File: config.mk
export PLATFORM = sky130hd
export DESIGN_NAME = video_timing_gen_flat
export DESIGN_NICKNAME = d
export VERILOG_FILES = /design/src/rtl/video_timing_gen_if.sv /design/src/rtl/video_timing_gen.sv /design/src/flat_wrapper.sv
export SDC_FILE = /design/constraint.sdc
export NUM_CORES = 1
export LEC_CHECK = 0
export ABC_AREA = 1
export CORE_MARGIN = 2
export CORE_UTILIZATION = 49
export DETAILED_ROUTE_END_ITERATION = 8
export PLACE_DENSITY_LB_ADDON = 0.15
export SETUP_SLACK_MARGIN = 0.5
export SYNTH_ARGS = -nofsm -noshare
export SYNTH_HDL_FRONTEND = slang
export SYNTH_SLANG_ARGS = --single-unit
export TNS_END_PERCENT = 10
File: constraint.sdc
create_clock -name clk_i -period 1.4 [get_ports clk_i]
set_clock_uncertainty 0.15 [all_clocks]
set_input_delay 0.28 -clock clk_i [delete_from_list [all_inputs] [get_ports clk_i]]
set_output_delay 0.28 -clock clk_i [all_outputs]
set_load 0.05 [all_outputs]
File: src/rtl/video_timing_gen_if.sv
// Output bundle of the video timing generator. The generator drives every
// signal through the master modport; sinks (pixel source, TMDS encoder,
// checkers) observe through the slave modport.
//
// Handshake: there is no valid/ready pair on this bundle. All signals are
// registered in the pixel clock domain and describe the current output cycle.
// They change only on a clock edge where the generator's enable is high, and
// a sink must treat them as valid on every clock edge.
interface video_timing_gen_if #(
  parameter int CntWidth = 12
);
  logic                hsync_o;
  logic                vsync_o;
  logic                vde_o;
  logic [CntWidth-1:0] x_o;
  logic [CntWidth-1:0] y_o;
  logic                sof_o;
  logic                eol_o;
  // Debug view of the horizontal/vertical phase decoded from the counters.
  // Encoding: 0=ACTIVE, 1=FRONT, 2=SYNC, 3=BACK. It leads the registered
  // outputs by one cycle.
  logic [1:0]          h_phase_o;
  logic [1:0]          v_phase_o;

  modport master (
    output hsync_o, vsync_o, vde_o, x_o, y_o, sof_o, eol_o,
    output h_phase_o, v_phase_o
  );

  modport slave (
    input hsync_o, vsync_o, vde_o, x_o, y_o, sof_o, eol_o,
    input h_phase_o, v_phase_o
  );
endinterface

File: src/rtl/video_timing_gen.sv
// Parametrised video timing generator. A horizontal and a vertical counter
// walk the raster; the phase of each axis (active, front porch, sync, back
// porch) comes from compares against the counters. The decode is registered,
// so every output lags the counters by exactly one enabled cycle.
module video_timing_gen #(
  parameter int   HActive     = 640,
  parameter int   HFrontPorch = 16,
  parameter int   HSyncWidth  = 96,
  parameter int   HBackPorch  = 48,
  parameter int   VActive     = 480,
  parameter int   VFrontPorch = 10,
  parameter int   VSyncWidth  = 2,
  parameter int   VBackPorch  = 33,
  parameter logic HSyncPol    = 1'b0,
  parameter logic VSyncPol    = 1'b0,
  parameter int   CntWidth    = 12
) (
  input  logic                      clk_i,
  input  logic                      rst_ni,
  input  logic                      en_i,
  video_timing_gen_if.master        timing_o
);

  localparam int HTotal = HActive + HFrontPorch + HSyncWidth + HBackPorch;
  localparam int VTotal = VActive + VFrontPorch + VSyncWidth + VBackPorch;

  // Reject degenerate timings and counters too narrow for the raster.
  if (HActive == 0 || HFrontPorch == 0 || HSyncWidth == 0 || HBackPorch == 0 ||
      VActive == 0 || VFrontPorch == 0 || VSyncWidth == 0 || VBackPorch == 0 ||
      CntWidth == 0) begin : g_zero_param
    $error("video_timing_gen: every timing parameter and CntWidth must be nonzero");
  end

  if ((longint'(HTotal) - 1) >= (longint'(1) << CntWidth) ||
      (longint'(VTotal) - 1) >= (longint'(1) << CntWidth)) begin : g_cnt_width
    $error("video_timing_gen: HTotal-1 or VTotal-1 does not fit in CntWidth bits");
  end

  // Counter boundaries, sized to the counters.
  localparam logic [CntWidth-1:0] HLast    = CntWidth'(HTotal - 1);
  localparam logic [CntWidth-1:0] HActEnd  = CntWidth'(HActive);
  localparam logic [CntWidth-1:0] HSyncBeg = CntWidth'(HActive + HFrontPorch);
  localparam logic [CntWidth-1:0] HSyncEnd = CntWidth'(HActive + HFrontPorch + HSyncWidth);
  localparam logic [CntWidth-1:0] VLast    = CntWidth'(VTotal - 1);
  localparam logic [CntWidth-1:0] VActEnd  = CntWidth'(VActive);
  localparam logic [CntWidth-1:0] VSyncBeg = CntWidth'(VActive + VFrontPorch);
  localparam logic [CntWidth-1:0] VSyncEnd = CntWidth'(VActive + VFrontPorch + VSyncWidth);

  typedef enum logic [1:0] {
    PH_ACTIVE = 2'd0,
    PH_FRONT  = 2'd1,
    PH_SYNC   = 2'd2,
    PH_BACK   = 2'd3
  } phase_e;

  logic [CntWidth-1:0] h_q, h_d;
  logic [CntWidth-1:0] v_q, v_d;
  phase_e              h_phase, v_phase;

  logic                hsync_q, hsync_d;
  logic                vsync_q, vsync_d;
  logic                vde_q, vde_d;
  logic [CntWidth-1:0] x_q, x_d;
  logic [CntWidth-1:0] y_q, y_d;
  logic                sof_q, sof_d;
  logic                eol_q, eol_d;

  // Horizontal phase of the current counter value.
  always_comb begin
    h_phase = PH_BACK;
    if (h_q < HActEnd) begin
      h_phase = PH_ACTIVE;
    end else if (h_q < HSyncBeg) begin
      h_phase = PH_FRONT;
    end else if (h_q < HSyncEnd) begin
      h_phase = PH_SYNC;
    end
  end

  // Vertical phase of the current line.
  always_comb begin
    v_phase = PH_BACK;
    if (v_q < VActEnd) begin
      v_phase = PH_ACTIVE;
    end else if (v_q < VSyncBeg) begin
      v_phase = PH_FRONT;
    end else if (v_q < VSyncEnd) begin
      v_phase = PH_SYNC;
    end
  end

  // Next counter values and next registered decode; everything holds when
  // the enable is low so strobes are neither repeated nor lost.
  always_comb begin
    h_d     = h_q;
    v_d     = v_q;
    hsync_d = hsync_q;
    vsync_d = vsync_q;
    vde_d   = vde_q;
    x_d     = x_q;
    y_d     = y_q;
    sof_d   = sof_q;
    eol_d   = eol_q;
    if (en_i) begin
      if (h_q == HLast) begin
        h_d = '0;
        if (v_q == VLast) begin
          v_d = '0;
        end else begin
          v_d = v_q + 1'b1;
        end
      end else begin
        h_d = h_q + 1'b1;
      end
      // Sync is asserted at the polarity level, idle at its inverse.
      hsync_d = (h_phase == PH_SYNC) ? HSyncPol : ~HSyncPol;
      vsync_d = (v_phase == PH_SYNC) ? VSyncPol : ~VSyncPol;
      vde_d   = (h_phase == PH_ACTIVE) && (v_phase == PH_ACTIVE);
      x_d     = h_q;
      y_d     = v_q;
      sof_d   = (h_q == '0) && (v_q == '0);
      eol_d   = (h_q == HLast);
    end
  end

  // Counter and output registers with asynchronous reset to the idle raster.
  always_ff @(posedge clk_i or negedge rst_ni) begin
    if (!rst_ni) begin
      h_q     <= '0;
      v_q     <= '0;
      hsync_q <= ~HSyncPol;
      vsync_q <= ~VSyncPol;
      vde_q   <= 1'b0;
      x_q     <= '0;
      y_q     <= '0;
      sof_q   <= 1'b0;
      eol_q   <= 1'b0;
    end else begin
      h_q     <= h_d;
      v_q     <= v_d;
      hsync_q <= hsync_d;
      vsync_q <= vsync_d;
      vde_q   <= vde_d;
      x_q     <= x_d;
      y_q     <= y_d;
      sof_q   <= sof_d;
      eol_q   <= eol_d;
    end
  end

  assign timing_o.hsync_o   = hsync_q;
  assign timing_o.vsync_o   = vsync_q;
  assign timing_o.vde_o     = vde_q;
  assign timing_o.x_o       = x_q;
  assign timing_o.y_o       = y_q;
  assign timing_o.sof_o     = sof_q;
  assign timing_o.eol_o     = eol_q;
  assign timing_o.h_phase_o = h_phase;
  assign timing_o.v_phase_o = v_phase;

endmodule

File: src/flat_wrapper.sv
// flat-port wrapper written by rule: the top's interface ports become plain ports
module video_timing_gen_flat 
#(
  parameter int   HActive     = 640,
  parameter int   HFrontPorch = 16,
  parameter int   HSyncWidth  = 96,
  parameter int   HBackPorch  = 48,
  parameter int   VActive     = 480,
  parameter int   VFrontPorch = 10,
  parameter int   VSyncWidth  = 2,
  parameter int   VBackPorch  = 33,
  parameter logic HSyncPol    = 1'b0,
  parameter logic VSyncPol    = 1'b0,
  parameter int   CntWidth    = 12
)
  (clk_i, rst_ni, en_i, timing_o_hsync_o, timing_o_vsync_o, timing_o_vde_o, timing_o_x_o, timing_o_y_o, timing_o_sof_o, timing_o_eol_o, timing_o_h_phase_o, timing_o_v_phase_o);
  video_timing_gen_if #(.CntWidth(CntWidth)) timing_o_i ();
  input  logic clk_i;
  input  logic rst_ni;
  input  logic en_i;
  output wire logic [$bits(timing_o_i.hsync_o)-1:0] timing_o_hsync_o;
  output wire logic [$bits(timing_o_i.vsync_o)-1:0] timing_o_vsync_o;
  output wire logic [$bits(timing_o_i.vde_o)-1:0] timing_o_vde_o;
  output wire logic [$bits(timing_o_i.x_o)-1:0] timing_o_x_o;
  output wire logic [$bits(timing_o_i.y_o)-1:0] timing_o_y_o;
  output wire logic [$bits(timing_o_i.sof_o)-1:0] timing_o_sof_o;
  output wire logic [$bits(timing_o_i.eol_o)-1:0] timing_o_eol_o;
  output wire logic [$bits(timing_o_i.h_phase_o)-1:0] timing_o_h_phase_o;
  output wire logic [$bits(timing_o_i.v_phase_o)-1:0] timing_o_v_phase_o;
  assign timing_o_hsync_o = timing_o_i.hsync_o;
  assign timing_o_vsync_o = timing_o_i.vsync_o;
  assign timing_o_vde_o = timing_o_i.vde_o;
  assign timing_o_x_o = timing_o_i.x_o;
  assign timing_o_y_o = timing_o_i.y_o;
  assign timing_o_sof_o = timing_o_i.sof_o;
  assign timing_o_eol_o = timing_o_i.eol_o;
  assign timing_o_h_phase_o = timing_o_i.h_phase_o;
  assign timing_o_v_phase_o = timing_o_i.v_phase_o;
  video_timing_gen #(.HActive(HActive), .HFrontPorch(HFrontPorch), .HSyncWidth(HSyncWidth), .HBackPorch(HBackPorch), .VActive(VActive), .VFrontPorch(VFrontPorch), .VSyncWidth(VSyncWidth), .VBackPorch(VBackPorch), .HSyncPol(HSyncPol), .VSyncPol(VSyncPol), .CntWidth(CntWidth)) u_core (.clk_i(clk_i), .rst_ni(rst_ni), .en_i(en_i), .timing_o(timing_o_i));
endmodule
# Yosys cells after proc, flatten, opt, wreduce, memory -nomap -nowiden
# Cells that the tools add are included.
# classes
addsub	2
order_cmp	6
n_eq_ne	4
n_mux	10
n_reduce_logical	7
# op_table
operator	count
$lt 12x10->1 const B	3
$lt 12x9->1 const B	3
$add 12x1->12 const B	2
$eq 12x10->1 const B	2
$logic_not 12->1	2
$mux 12	2
$mux 2	4
$eq 2x2->1 const B	2
$logic_not 2->1	2
$mux 1	4
$logic_and 1x1->1	2
$reduce_and 2->1	1
# totals
reg_bits	53
input_bits	3
output_inout_bits	33
wordCells	38

# Longest topological paths before layout
# Gate-level depths: netlist of the first run.
# logic_depth
ltp_word	6
ltp_mapped	8

# Least setup slack after synthesis of the first run
# OpenSTA, ideal clock, no wires.
# synth_path
path_kind	reg-to-output
from	register u_core.h_q[4]
to	output timing_o_h_phase_o[0]
arrival_time_ns	2.797
required_time_ns	0.970
setup_slack_ns	-1.827
path_stages_with_launch	7
path_cell_list	dfrtp_1 > buf_2 > inv_1 > nand2_1 > o21ai_0 > o21ai_0 > a21boi_0
# synth_between
elab_chain_cells	4
# synth_rtl
element	line_no	source
from (decl)	video_timing_gen.sv:56	logic [CntWidth-1:0] h_q, h_d;
from (signal assigned)	video_timing_gen.sv:129	h_q <= '0;
from (signal assigned)	video_timing_gen.sv:139	h_q <= h_d;
$lt 12x10->1	video_timing_gen.sv:75	end else if (h_q < HSyncEnd) begin
$mux 1	video_timing_gen.sv:75	
$mux 2	video_timing_gen.sv:73	end else if (h_q < HSyncBeg) begin
$mux 2 *	video_timing_gen.sv:71	if (h_q < HActEnd) begin
to (decl)	flat_wrapper.sv:28	output wire logic [$bits(timing_o_i.h_phase_o)-1:0] timing_o_h_phase_o;
# Mark *: on every way between the ends. The rest lies on a longest branch, timed or not.

# Worst setup path after layout of the first run
# layout_path
from	register u_core.v_q[2]
to	output timing_o_v_phase_o[0]
# layout_between
elab_chain_cells	4
# layout_rtl
element	line_no	source
from (decl)	video_timing_gen.sv:57	logic [CntWidth-1:0] v_q, v_d;
from (signal assigned)	video_timing_gen.sv:140	v_q <= v_d;
$lt 12x9->1	video_timing_gen.sv:87	end else if (v_q < VSyncEnd) begin
$mux 1	video_timing_gen.sv:87	
$mux 2	video_timing_gen.sv:85	end else if (v_q < VSyncBeg) begin
$mux 2 *	video_timing_gen.sv:83	if (v_q < VActEnd) begin
to (decl)	flat_wrapper.sv:29	output wire logic [$bits(timing_o_i.v_phase_o)-1:0] timing_o_v_phase_o;
# Marks and branches as above.

==> results of run 1 <==
## per-stage QoR
step / cells / TNS [ns] / setup slack (ns)
finish: 520 / -10.08 / -0.6479
global route: 520 / -11.47 / -0.6658
CTS: 514 / -6.088 / -0.4896
detailed placement: 494 / -11.35 / -0.3026
global placement: 494 / -9.404 / -0.2583
floorplan: 328 / -1.008 / -0.3249
## path summary, 6_finish.rpt
kind	slack, ns	end	cells past startpoint
worst max-delay path	-0.65	timing_o_v_phase_o[0]	5
worst min-delay path	-0.22	u_core.v_q[8]$_DFFE_PN0P_	2
worst max register to register	-0.59	u_core.timing_o.vsync_o$_DFFE_PN1P_	10
worst min register to register	0.36	u_core.timing_o.hsync_o$_DFFE_PN1P_	2
max in group asynchronous	1.01	u_core.timing_o.hsync_o$_DFFE_PN1P_	2
min in group clk_i	0.21	u_core.timing_o.x_o[3]$_DFFE_PN0P_	4
## timing repair
| action | CTS | global route |
|---|---|---|
| hold endpoints to repair | 51 | 51 |
| setup endpoints to repair | 86 | 86 |
| pin swaps | 24 | 14 |
| setup buffers | 11 | 6 |
| gates cloned | 1 | 0 |
| gates resized for setup | 87 | 33 |
## synth_stat cells
library cell,n,share of area (%)
nand2_1,86,12
dfrtp_1,51,49
inv_1,40,5.7
o21ai_0,33,6.3
nor2_1,30,4.3
nand3_1,25,4.8
xor2_1,11,3.7
nor3_1,8,1.5
nand4_1,7,1.7
a21oi_1,6,1.1
clkbuf_1,5,0.71
ha_1,4,1.9
o21ai_1,3,0.57
buf_2,2,0.38
dfstp_2,2,2.0
nand3_2,2,0.76
a21boi_0,1,0.29
and2_1,1,0.24
and3_1,1,0.24
buf_1,1,0.14
buf_6,1,0.43
inv_2,1,0.14
mux2i_1,1,0.38
nand2_2,1,0.24
nand4_2,1,0.48
nor2_2,1,0.24
nor2_4,1,0.43
nor3b_1,1,0.29
o31ai_1,1,0.29
## worst max-delay path: stages, from the launching register on
cell	delay [ns]
dfrtp_1	0.43
inv_2	0.09
a21oi_4	0.23
nand4_1	0.20
and2_4	0.21
buf_12	0.14
## logic make-up (layout without fill, tap and decap cells)
kind of cell | count (synthesis) | count (layout) | synth area share, %
compound gates | 44 | 44 | 8.568
xor+xnor | 11 | 11 | 3.665
fa+ha+maj | 4 | 4 | 1.904
buf+inv | 50 | 172 | 7.520
flops | 53 | 53 | 50.55
mux | 1 | 1 | 0.3808
simple gates | 165 | 165 | 27.42
## area by class of cell
class / instances / area, um2
Timing Repair Buffer: 123 / 1480
Multi-Input combinational cell: 225 / 1409
Sequential cell: 53 / 1331
Fill cell: 201 / 568.0
Inverter: 41 / 173.9
Clock buffer: 8 / 90.09
Tap cell: 70 / 87.58
## report_power, final
group	switching, mW	internal (mW)
combinational	1.17	0.957
sequential	0.276	1.73
clock	0.539	0.406
## registers in the layout (all words and copies together) (netlist names)
signal,flops
u_core.h_q,12
u_core.timing_o.x_o,12
u_core.timing_o.y_o,12
u_core.v_q,12
u_core.timing_o.eol_o,1
u_core.timing_o.hsync_o,1
u_core.timing_o.sof_o,1
u_core.timing_o.vde_o,1
u_core.timing_o.vsync_o,1
## per-layer routing
layer	up-vias	share of wire (%)	wire, um
met2	352	46	5601
met5	-	0	0
met3	99	12	1492
met1	1517	35	4268
li1	1293	-	-
met4	0	6.4	783
==> results.ini, run 1 <==
[outcome]
status = finished, violations left
violations = negative hold slack, negative setup slack

[worst_setup_path]
reg2reg_from = u_core.v_q[2]$_DFFE_PN0P_
cp-end-kind = output pin
worstSetupStartpointType = flop
cp_max_fo = 3
criticalPathCategory = flop to output pin
cp.arrival_ns = 1.62
cp.required_ns = 0.97
cp-startpoint = u_core.v_q[2]$_DFFE_PN0P_

[power_and_ir_drop]
p_leak_nw = 2.178
power.density_nw_per_um2 = 1110
total_power_mw = 5.076
ir_worst_vdd_mv = 0.9935

[sta]
fin_hold_ws_ns = -0.2204
finalHoldViolations = 51
final.min_clock_period_ns = 2.048
grt_setup_unrepaired = yes
max_clock_freq_mhz = 488.3
setup_viol = 33
relSlewSlack_pct = 76.99
slew_viol_final = 0
worst_slew_pin_slew_ns = 0.3439
worst_slack_ns = -0.6479
fin_crit_sh_pct = 146.3

[route]
first_pass_iters = 5
drtAntennaViolNets = 0
num_vias = 3261
wl_per_cell_um = 23.36
route.detailed.drc = 0
viasPerCell = 6.271
drt_iter0_drc = 398
routed_wl_um = 12150

[clock_tree]
clock-sinks = 53
htreeDepth = 2
cts_buffer_depth = 2
clkLatencyLatePin_ns = 0.32
cts_root_buffer = clkbuf_8
cts_tree = done
cts_buffers = 5
clk_pin_slew_worst_paths_ns = 0.10

[finish]
final_cell_mix = nand2_1, buf_4, dfrtp_1
layout_commonest_cell = nand2_1
nets = 456
insertedDiodeCount = 0
final_util_pct = 88.95
syn2layout_area_growth_pct = 73.92
final_area_um2 = 4572
drive_gt1_share_pct = 47.56

[synthesis]
synth.net_count = 335
syn_area_per_cell_um2 = 8.015
ys_seq_area_share_pct = 50.55
synth_cell_types = 29
ys_ff_latch = 53
netlist_instances = 328
yosys_warnings = 0
synth_area_um2 = 2629

[placed_design]
io_buffers = 35
placed_cell_area_um2 = 4018
place.gp.congestion = 0.8962
place_hpwl_um = 5284

[global_routing]
grt_pass1_vias = 3027
busiest_layer = met2
grt_use_met2_pct = 53.65
gr-usage-met3_pct = 7.647
antenna_found_initial = 0
grt_usage_pct = 33.53
grt_max_degree = 54
grtUsageMet1_pct = 43.30
grt_pass1_wl_um = 15560
grt_overflow = 0

[die]
rows = 26
die_h_um = 77.25
die_w_um = 77.25
core_area_um2 = 5140
ios = 36
start_util_pct = 51.14
die_area_um2 = 5967

[worst_hold_path]
hp-class = input pin to asynchronous set/reset pin

[run]
max-cap-violations = 0

Power figures use the tool's default switching activity.
==> inputs of run 2 (changes only) <==
--- a/config.mk
+++ b/config.mk
@@ -6,6 +6,7 @@
 export NUM_CORES = 1
 export LEC_CHECK = 0
 export ABC_AREA = 1
+export ABC_CLOCK_PERIOD_IN_PS = 1400
 export CORE_MARGIN = 2
 export CORE_UTILIZATION = 49
 export DETAILED_ROUTE_END_ITERATION = 8
==> results of run 2 <==
Same layout as run 1: the final DEF is identical, and so are final timing and power.
==> inputs of run 3 (changes only) <==
--- a/config.mk
+++ b/config.mk
@@ -8,8 +8,9 @@
 export ABC_AREA = 1
 export ABC_CLOCK_PERIOD_IN_PS = 1400
 export CORE_MARGIN = 2
-export CORE_UTILIZATION = 49
+export CORE_UTILIZATION = 50
 export DETAILED_ROUTE_END_ITERATION = 8
+export DONT_BUFFER_PORTS = 1
 export PLACE_DENSITY_LB_ADDON = 0.15
 export SETUP_SLACK_MARGIN = 0.5
 export SYNTH_ARGS = -nofsm -noshare
==> run 3 against run 2 <==
  * The flow still finishes with violations (negative hold slack, negative setup slack)
  * Cell area shrank 17%
  * Register-to-register slack improved by 0.32 ns
  * Critical path depth up 1
  * Non-clock buffer count fell by 41
  * Sequential cell count did not move
  * Utilization shrank 15 points
  * Clock power decreased by 10%
  * Setup slack better by 0.15 ns
  * First-iteration DRC count is 39% lower
  * Power shrank 15%
==> results.ini, run 3 (synthesis results as in run 1) <==
[placed_design]
place.gp.congestion = 0.9000
place_hpwl_um = 4773
io_buffers = 0

[outcome]
status = finished, violations left
violations = negative hold slack, negative setup slack

[power_and_ir_drop]
ir_worst_vdd_mv = 0.7262
power_frac_comb_pct = 27.1
p_int_mw = 2.677
power_frac_seq_pct = 53.1
total_power_mw = 4.292
p_sw_share_pct = 37.62
switching_power_mw = 1.614
p_leak_nw = 1.799
power.share.clock_pct = 19.8
power.density_nw_per_um2 = 1137

[route]
route.detailed.drc = 0
wl_per_cell_um = 14.06
first_pass_iters = 4
routed_wl_um = 6733
drt_iter0_drc = 242
viasPerCell = 5.071
drtAntennaViolNets = 0
num_vias = 2429

[sta]
worst_slack_ns = -0.4999
fin_hold_ws_ns = -0.4948
setup_tns_ns = -6.439
relSlewSlack_pct = 74.24
grt_setup_unrepaired = yes
max_clock_freq_mhz = 526.3
finalHoldViolations = 60
slew_viol_final = 0
setup_viol = 31
final.min_clock_period_ns = 1.900
worst_slew_pin_slew_ns = 0.3860
fin_crit_sh_pct = 135.7

[worst_setup_path]
cp_max_fo = 4
r2r-end = u_core.v_q[7]$_DFFE_PN0P_
regToRegSetupSlack_ns = -0.27
criticalPathCategory = flop to output pin
cp.required_ns = 0.97
rr_worst_depth = 9
reg2reg_from = u_core.h_q[10]$_DFFE_PN0P_
cp.arrival_ns = 1.47
crit_end = timing_o_h_phase_o[0]
worstSetupStartpointType = flop
cp-startpoint = u_core.h_q[5]$_DFFE_PN0P_
cp-end-kind = output pin

[die]
die_w_um = 76.51
die_area_um2 = 5854
start_util_pct = 51.80
ios = 36
rows = 26
core_area_um2 = 5075
die_h_um = 76.51

[finish]
nets = 415
fillers = 370
final_cell_mix = nand2_1, buf_4, dfrtp_2
insertedDiodeCount = 0
drive_gt1_share_pct = 46.94
syn2layout_area_growth_pct = 43.60
layout_commonest_cell = nand2_1

[worst_hold_path]
hp-class = input pin to asynchronous set/reset pin

[global_routing]
grt_usage_pct = 23.39
grt_pass1_vias = 2336
antenna_found_initial = 0
grt_pass1_wl_um = 11050
grt_max_degree = 54
grt_overflow = 0

[clock_tree]
cts_root_buffer = clkbuf_8
clock-sinks = 53
clkLatencyLatePin_ns = 0.30
cts_buffers = 5
clk_pin_slew_worst_paths_ns = 0.10
cts_tree = done
htreeDepth = 2
cts_buffer_depth = 2

[run]
max-cap-violations = 0

run 3: worst min path at each step:
stage          slack, ns                             endpoint  startpoint
2_1_floorplan      -0.17            u_core.h_q[0]$_DFFE_PN0P_      rst_ni
3_3_place_gp       -0.16  u_core.timing_o.y_o[11]$_DFFE_PN0P_      rst_ni
3_5_place_dp       -0.16  u_core.timing_o.y_o[11]$_DFFE_PN0P_      rst_ni
4_1_cts            -0.50  u_core.timing_o.y_o[11]$_DFFE_PN0P_      rst_ni
5_1_grt            -0.51   u_core.timing_o.y_o[2]$_DFFE_PN0P_      rst_ni
6_report           -0.49  u_core.timing_o.y_o[11]$_DFFE_PN0P_      rst_ni
run 3: critical path, cell delays in order (launching register included):
cell and delay [ns]:
dfrtp_1 0.42, inv_2 0.11, nand2_2 0.09, o21ai_4 0.15
o21ai_4 0.08, a21boi_4 0.17, buf_12 0.15
run 3: timing repair:
action | CTS | global route
endpoints found under the setup margin | 86 | 86
pin swaps | 35 | 23
buffers inserted | 8 | 3
gates resized for setup | 89 | 26
hold endpoints to repair | 60 | 60
run 3: layout make-up:
class	count	area, um2	share of cell area, %
tap	70	87.58	2.320
clock inverter	2	15.01	0.3977
multi-input combinational	225	1344	35.60
sequential	53	1363	36.10
clock buffer	6	72.57	1.922
timing repair buffer	82	729.5	19.32
inverter	41	163.9	4.342
run 3: per-stage QoR:
step	worst slack [ns]	instances	instance area (um2)	utilization [%]
final	-0.4999	479	3775	74.38
after global routing	-0.5842	479	3775	74.38
after CTS	-0.4818	476	3679	72.49
after detailed placement	-0.2081	460	3349	66.00
after global placement	-0.1621	460	3349	66.00
after floorplan	-0.3249	328	2729	-
run 3: power by group through the flow:
stage          clock network, mW  registers (mW)  logic [mW]
2_1_floorplan                  0            2.25       0.492
3_3_place_gp                   0            2.27       0.896
3_5_place_dp                   0            2.28       0.917
4_1_cts                    0.875            2.27        1.09
5_1_grt                    0.929            2.31        1.27
6_report                   0.850            2.28        1.16
run 3: routing by layer:
| layer | up-vias | share of wire, % | GRT usage [%] |
|---|---|---|---|
| li1 | 1219 | - | - |
| met1 | 1119 | 47 | 34.93 |
| met2 | 82 | 44 | 34.96 |
| met3 | 9 | 7.0 | 5.095 |
| met4 | 0 | 1.0 | 5.273 |
| met5 | - | 0 | 0 |
